[src/rtl/stage_execute_mdu.sv]
// rtl/stage_execute_mdu.sv - execute stage: single-cycle ALU plus optional iterative multiply/divide unit
// Build with EX_MDU_EN defined to include the MDU; otherwise ex_mdu/ex_mdu_op are ignored.
module stage_execute_mdu #(
  parameter int XLEN   = 32,
  parameter int CTRL_W = 13
) (
  input  logic              clk,
  input  logic              reset,
  input  logic              ex_valid,
  input  logic [XLEN-1:0]   ex_pc,
  input  logic [XLEN-1:0]   ex_rdata1,
  input  logic [XLEN-1:0]   ex_rdata2,
  input  logic [XLEN-1:0]   ex_imm,
  input  logic              ex_use_pc0,
  input  logic              ex_use_pc1,
  input  logic              ex_use_imm,
  input  logic              ex_sub_sra,
  input  logic              ex_jmp,
  input  logic              ex_br,
  input  logic [3:0]        ex_op,
  input  logic              ex_mdu,
  input  logic [2:0]        ex_mdu_op,
  input  logic [CTRL_W-1:0] ex_ctrl,
  input  logic              ex_flush,
  input  logic              mem_stall,
  output logic              ex_stall,
  output logic              ex_busy,
  output logic              mem_valid,
  output logic [XLEN-1:0]   mem_pc,
  output logic [XLEN-1:0]   mem_data0,
  output logic [XLEN-1:0]   mem_data1,
  output logic [CTRL_W-1:0] mem_ctrl
);

  localparam int LOGX = $clog2(XLEN);

  localparam logic [3:0] OP_NOP  = 4'd0;
  localparam logic [3:0] OP_ADD  = 4'd1;
  localparam logic [3:0] OP_AND  = 4'd2;
  localparam logic [3:0] OP_OR   = 4'd3;
  localparam logic [3:0] OP_XOR  = 4'd4;
  localparam logic [3:0] OP_SEQ  = 4'd5;
  localparam logic [3:0] OP_SLT  = 4'd6;
  localparam logic [3:0] OP_SLTU = 4'd7;
  localparam logic [3:0] OP_SL   = 4'd8;
  localparam logic [3:0] OP_SR   = 4'd9;

  logic [XLEN-1:0]        op1, op2, addend, alu_res, data1_d, data0_d;
  logic signed [XLEN-1:0] sra_res;
  logic [LOGX-1:0]        shamt;
  logic                   valid_d;

  logic              mem_valid_q;
  logic [XLEN-1:0]   mem_pc_q, mem_data0_q, mem_data1_q;
  logic [CTRL_W-1:0] mem_ctrl_q;

  always_comb begin
    op1     = ex_use_pc0 ? ex_pc : ex_rdata1;
    op2     = ex_jmp ? XLEN'(4) : (ex_use_imm ? ex_imm : ex_rdata2);
    shamt   = op2[LOGX-1:0];
    addend  = ex_sub_sra ? (~op2 + XLEN'(1)) : op2;
    sra_res = $signed(op1) >>> shamt;
    case (ex_op)
      OP_NOP:  alu_res = '0;
      OP_ADD:  alu_res = op1 + addend;
      OP_AND:  alu_res = op1 & op2;
      OP_OR:   alu_res = op1 | op2;
      OP_XOR:  alu_res = op1 ^ op2;
      OP_SEQ:  alu_res = {{(XLEN-1){1'b0}}, op1 == op2};
      OP_SLT:  alu_res = {{(XLEN-1){1'b0}}, $signed(op1) < $signed(op2)};
      OP_SLTU: alu_res = {{(XLEN-1){1'b0}}, op1 < op2};
      OP_SL:   alu_res = op1 << shamt;
      OP_SR:   alu_res = ex_sub_sra ? sra_res : (op1 >> shamt);
      default: alu_res = '0;
    endcase
    data1_d = (ex_jmp | ex_br) ? (ex_imm + (ex_use_pc1 ? ex_pc : ex_rdata1)) : ex_rdata2;
  end

`ifdef EX_MDU_EN
  typedef enum logic [1:0] {S_IDLE, S_BUSY, S_DONE} state_e;

  state_e            state_q, state_d;
  logic [LOGX:0]     cnt_q, cnt_d;
  logic [2*XLEN-1:0] acc_q, acc_d;
  logic [XLEN-1:0]   dvs_q, dvs_d;
  logic [2:0]        op_q, op_d;
  logic              neg_q, neg_d, dvz_q, dvz_d;

  logic              sa, sb, a_neg, b_neg, div_ge, mdu_done;
  logic [XLEN-1:0]   a_mag, b_mag, rem_step, quo_fix, rem_fix, mdu_res;
  logic [XLEN:0]     mul_sum, div_sh;
  logic [2*XLEN-1:0] prod;

  // Signedness per op: MUL/MULH/DIV/REM signed, MULHSU signed*unsigned, rest unsigned.
  assign sa    = ex_mdu_op[2] ? ~ex_mdu_op[0] : (ex_mdu_op[1:0] != 2'b11);
  assign sb    = ex_mdu_op[2] ? ~ex_mdu_op[0] : ~ex_mdu_op[1];
  assign a_neg = sa & op1[XLEN-1];
  assign b_neg = sb & op2[XLEN-1];
  assign a_mag = a_neg ? -op1 : op1;
  assign b_mag = b_neg ? -op2 : op2;

  // acc holds {product hi, multiplier} or {partial remainder, dividend/quotient}.
  assign mul_sum  = {1'b0, acc_q[2*XLEN-1:XLEN]} + (acc_q[0] ? {1'b0, dvs_q} : '0);
  assign div_sh   = acc_q[2*XLEN-1:XLEN-1];
  assign div_ge   = div_sh >= {1'b0, dvs_q};
  assign rem_step = div_ge ? (div_sh[XLEN-1:0] - dvs_q) : div_sh[XLEN-1:0];

  always_comb begin
    state_d = state_q;
    cnt_d   = cnt_q;
    acc_d   = acc_q;
    dvs_d   = dvs_q;
    op_d    = op_q;
    neg_d   = neg_q;
    dvz_d   = dvz_q;
    case (state_q)
      S_IDLE: begin
        if (ex_valid && ex_mdu) begin
          state_d = S_BUSY;
          cnt_d   = '0;
          op_d    = ex_mdu_op;
          acc_d   = {{XLEN{1'b0}}, ex_mdu_op[2] ? a_mag : b_mag};
          dvs_d   = ex_mdu_op[2] ? b_mag : a_mag;
          neg_d   = (ex_mdu_op[2] & ex_mdu_op[1]) ? a_neg : (a_neg ^ b_neg);
          dvz_d   = (op2 == '0);
        end
      end
      S_BUSY: begin
        acc_d = op_q[2] ? {rem_step, acc_q[XLEN-2:0], div_ge}
                        : {mul_sum, acc_q[XLEN-1:1]};
        if (cnt_q == (LOGX+1)'(XLEN-1)) begin
          state_d = S_DONE;
          cnt_d   = '0;
        end else begin
          cnt_d = cnt_q + (LOGX+1)'(1);
        end
      end
      S_DONE: if (!mem_stall) state_d = S_IDLE;
      default: state_d = S_IDLE;
    endcase
    if (ex_flush) begin
      state_d = S_IDLE;
      cnt_d   = '0;
    end
  end

  always_ff @(posedge clk) begin
    if (reset) begin
      state_q <= S_IDLE;
      cnt_q   <= '0;
    end else begin
      state_q <= state_d;
      cnt_q   <= cnt_d;
    end
  end

  always_ff @(posedge clk) begin
    acc_q <= acc_d;
    dvs_q <= dvs_d;
    op_q  <= op_d;
    neg_q <= neg_d;
    dvz_q <= dvz_d;
  end

  assign prod    = neg_q ? -acc_q : acc_q;
  assign quo_fix = neg_q ? -acc_q[XLEN-1:0] : acc_q[XLEN-1:0];
  assign rem_fix = neg_q ? -acc_q[2*XLEN-1:XLEN] : acc_q[2*XLEN-1:XLEN];

  always_comb begin
    case (op_q)
      3'd0:             mdu_res = prod[XLEN-1:0];
      3'd1, 3'd2, 3'd3: mdu_res = prod[2*XLEN-1:XLEN];
      3'd4, 3'd5:       mdu_res = dvz_q ? '1 : quo_fix;
      default:          mdu_res = rem_fix;
    endcase
  end

  assign mdu_done = (state_q == S_DONE);
  assign valid_d  = ex_valid & ~ex_flush & (~ex_mdu | mdu_done);
  assign data0_d  = (ex_mdu & mdu_done) ? mdu_res : alu_res;
  assign ex_stall = ex_valid & (mem_stall | (ex_mdu & ~mdu_done));
  assign ex_busy  = (state_q != S_IDLE);
`else
  logic unused_mdu;
  assign unused_mdu = ^{ex_mdu, ex_mdu_op};
  assign valid_d    = ex_valid & ~ex_flush;
  assign data0_d    = alu_res;
  assign ex_stall   = ex_valid & mem_stall;
  assign ex_busy    = 1'b0;
`endif

  always_ff @(posedge clk) begin
    if (reset) begin
      mem_valid_q <= 1'b0;
    end else if (!mem_stall) begin
      mem_valid_q <= valid_d;
    end
  end

  // Payload registers are don't-care while mem_valid is low, so they carry no reset.
  always_ff @(posedge clk) begin
    if (!mem_stall) begin
      mem_pc_q    <= ex_pc;
      mem_data0_q <= data0_d;
      mem_data1_q <= data1_d;
      mem_ctrl_q  <= ex_ctrl;
    end
  end

  assign mem_valid = mem_valid_q;
  assign mem_pc    = mem_pc_q;
  assign mem_data0 = mem_data0_q;
  assign mem_data1 = mem_data1_q;
  assign mem_ctrl  = mem_ctrl_q;

endmodule

[config.mk]
export PLATFORM = sky130hd
export DESIGN_NAME = stage_execute_mdu
export DESIGN_NICKNAME = d
export VERILOG_FILES = /design/src/rtl/stage_execute_mdu.sv
export SDC_FILE = /design/constraint.sdc
export NUM_CORES = 1
export LEC_CHECK = 0
export CAP_MARGIN = 20
export CORE_AREA = 2 2 199 201
export DETAILED_ROUTE_END_ITERATION = 6
export DIE_AREA = 0 0 201 203
export PLACE_DENSITY_LB_ADDON = 0.2
export SLEW_MARGIN = 40
export SYNTH_ARGS = -nofsm -noshare
export SYNTH_HDL_FRONTEND = slang
export SYNTH_SLANG_ARGS = --single-unit
export TNS_END_PERCENT = 5
[constraint.sdc]
create_clock -name clk -period 10.56 [get_ports clk]
set_input_delay 1.056 -clock clk [delete_from_list [all_inputs] [get_ports clk]]
set_output_delay 1.056 -clock clk [all_outputs]
set_load 0.05 [all_outputs]
==> results.toml <==
[status]
outcome = "complete, no violations"

[timing]
tightest_slew_ns = 0.972
maxSlewHeadroom_pct = 34.4
max_slew_vio_count = 0
finalClockSkew_ns = 0
fin_tns_setup_ns = 0
clock_period_minus_worst_slack_ns = 6.77
final_hold_viol_count = 0
hold-worst-slack_ns = 0.515
final_min_period_over_clock_period_pct = 64.1
rsz0062_at_grt = "false"
timing.final.setup_violations = 0
timing.final.ws_setup_ns = 3.79
fmax_mhz = 148

[drt]
final_antenna_net_count = 0
total_drc_errors_in_the_routed_layout = 0
wire_per_inst_um = 25.0
first_iter_violations = 1532
first_pass_iters = 5
via_count = 15200
route.detailed.vias_per_inst = 6.13
wirelength_um = 62000

[floorplanning]
chipWidth_um = 201
start_util_pct = 38.7
core-area_um2 = 38500
core.rowCount = 72
io_pins = 272
fp.dieArea_um2 = 40800
die_height_um = 203

[synthesis]
synth_area_leaders = "edfxtp_1 22%, ha_1 13%, mux4_2 5.9%, nand2_1 4.8%, a21oi_1 4.4%"
synth_edf_count = 109
synth_top_area_share_pct = 22.0
area_fraction_in_and_or_nand_and_nor_cells_after_synthesis_pct = 15.0
netlist_area_before_placement_um2 = 14900
post-synth-top-count-cell = "nand2_1"
synth-seq-area-share_pct = 22.1
yosys_warnings = 0
synthXorXnorAreaFrac_pct = 4.47
combinational_family_with_the_most_area_after_synthesis = "compound AO/OA/AOI/OAI gates"
synth-async-reset-ratio_pct = 0
post_synth_mux_area_share_pct = 14.7
yosys.area_share.adder_pct = 13.6
syn_nets = 2075
synth.ff_latch_count = 110
synth_top_flop_cell = "edfxtp_1"
synth_compound_area_share_pct = 24.8
post_synth_most_frequent_cells = "189 x nand2_1, 159 x ha_1, 132 x a21oi_1"
synth_cell_type_count = 92
synth_largest_area_cell = "edfxtp_1"
post_synth_inst_count = 1754
avgSynthCellArea_um2 = 8.50

[place]
dp_cells = 2466
gp_congestion = 1.02
place.port_buffers = 266
hpwl_detailed_um = 47900
pre_cts_ws_ns = 3.47
placed_area_um2 = 18100

[cells_and_area]
area_delta_synth_final_pct = 23.1
sequential_cell_area_um2 = 3290
filler_cell_count = 3807
multi_input_combinational_cell_area_um2 = 10900
final_core_util_pct = 47.7
antenna_cells_inserted = 0
final_cell_count_no_fill = 2482
post_route_cells_drive_above_1_share_pct = 9.57
finalInstanceArea_um2 = 18300
nets = 2280

[clock_network]
cts_sinks = 110
tritoncts.num_buffers = 9
post-cts-setup-buffers = 0
clock_insertion_delay_worst_skew_ns = 0.39
cts_tree = "built"
cts_root_buf = "clkbuf_16"
h-tree-depth = 3
post_cts_resize_count = 0
cts_hold_repair.buffers = 0
worst_setup_hold_path_clk_slew_ns = 0.09
clockBufferDepth = 2

[global_routing]
grt_use_total_pct = 30.1
global_route_wire_length_before_repair_um = 93100
grt.overflow.total = 0
antenna_found_initial = 1
grt_max_degree = 66
grt_pass1_vias = 14700

[critical_path]
critPathLaunch = "ex_imm[0]"
cell_at_the_slowest_stage_of_the_critical_path = "or3_1"
cp_max_fo = 25
worstPathArrival_ns = 6.91
crit_path_end = "mem_data0[30]"
cp_num_cells = 19
max_stage_delay_ns = 0.52
setup.worst_path.end_class = "flop"
timing.critical_path.mode_cell = "ha_1"
path_delay_family = "compound AO/OA/AOI/OAI gates"
crit_type = "input port to flop"
cp.buffers_inverters = 3
timing.rr.start = "mem_valid"
cp.required_ns = 10.71
reg_to_reg_setup_timing_slack_ns = 9.96
timing.reg2reg.worst_path_depth = 2
cp-start-kind = "input port"
path_cells = "clkdlybuf4s50_1 -> mux2i_2 -> nor2_4 -> inv_2 -> buf_4 -> ha_1 -> nand2_1 -> or3_1 -> o21ai_0 -> xnor2_1 -> ha_1 -> a2111oi_0 -> o221ai_1 -> and4_1 -> o21ai_1 -> o311ai_0 -> a31oi_1 -> nor4b_1 -> a311o_1"
r2r_end = "mem_valid"

[power]
maximum_vdd_drop_uv = 90.1
power.leakage_nw = 7.14
power.density_cell_area_nw_per_um2 = 117
power.total_mw = 2.14

[min_path]
min_path_type = "flop to flop"
min_delay_path_depth = 2

[run]
drv_cap = 0
## tightest hold or removal path, delay by kind of cell, from the launching register on
| family | cells | cell delay (ns) |
|---|---|---|
| AND/OR/NAND/NOR | 1 | 0.08 |
| flip-flops | 1 | 0.34 |
| AO/OA/AOI/OAI | 1 | 0.06 |
## layout make-up
cell class                      instances  share of cell area [%]
Multi-Input combinational cell       1451                    59.3
Sequential cell                       110                    17.9
Timing Repair Buffer                  298                    15.8
Tap cell                              518                    3.53
Inverter                               89                    1.83
Clock buffer                            9                    1.23
Clock inverter                          7                   0.361
## report_power, final
part           total, mW  leakage [nW]  switching [mW]  internal (mW)
logic               1.22          5.93           0.772          0.447
registers          0.554          1.07          0.0129          0.541
clock network      0.370         0.141           0.204          0.166
## placed cells by master, fill, tap and decap left out, types with 10 or more instances in the layout
cell type and instances:
mux2i_1 60, o21ai_1 41, nand3_1 32, a221oi_1 15
nor3_1 22, inv_1 79, o211ai_1 31, a21o_1 32
nand2_1 189, nor2b_1 19, nand2b_1 13, clkdlybuf4s50_1 261
a21oi_1 132, edfxtp_1 109, a22oi_1 10, xnor2_1 61
buf_4 31, o221ai_1 17, nor2_1 127, ha_1 159
a211oi_1 30, mux2_2 58, o21ai_0 109, o31ai_1 16
o22ai_1 36, mux4_2 39, o21bai_1 13, xor2_1 15
## flip-flops by register name, summed over array words and instances (netlist names)
register / flops
mem_data0: 32
mem_pc: 32
mem_ctrl: 13
mem_data1: 32
mem_valid: 1
## metal layers
layer / vias to the layer above / wire length, um / global-route usage, %
met3: 137 / 4960 / 5.91
met1: 7325 / 25400 / 38.2
met5: - / 10 / 0
met4: 2 / 3040 / 14.0
met2: 722 / 28600 / 49.2
li1: 7027 / - / -
## how the worst min path moves through the flow
| stage | slack, ns | start | endpoint |
|---|---|---|---|
| CTS | 0.52 | mem_valid | mem_valid |
| global placement | 0.48 | mem_valid | mem_valid |
| detailed placement | 0.50 | mem_valid | mem_valid |
| finish | 0.52 | mem_valid | mem_valid |
| floorplan | 0.74 | mem_valid | mem_valid |
| global route | 0.57 | mem_valid | mem_valid |
## cells by family after synthesis
kind of cell	after synthesis
compound gates	570
other cells	1
simple gates	481
xor+xnor	76
mux	162
flops	110
buf+inv	193
fa+ha+maj	161
No activity file was read; power rests on OpenSTA's default activity.
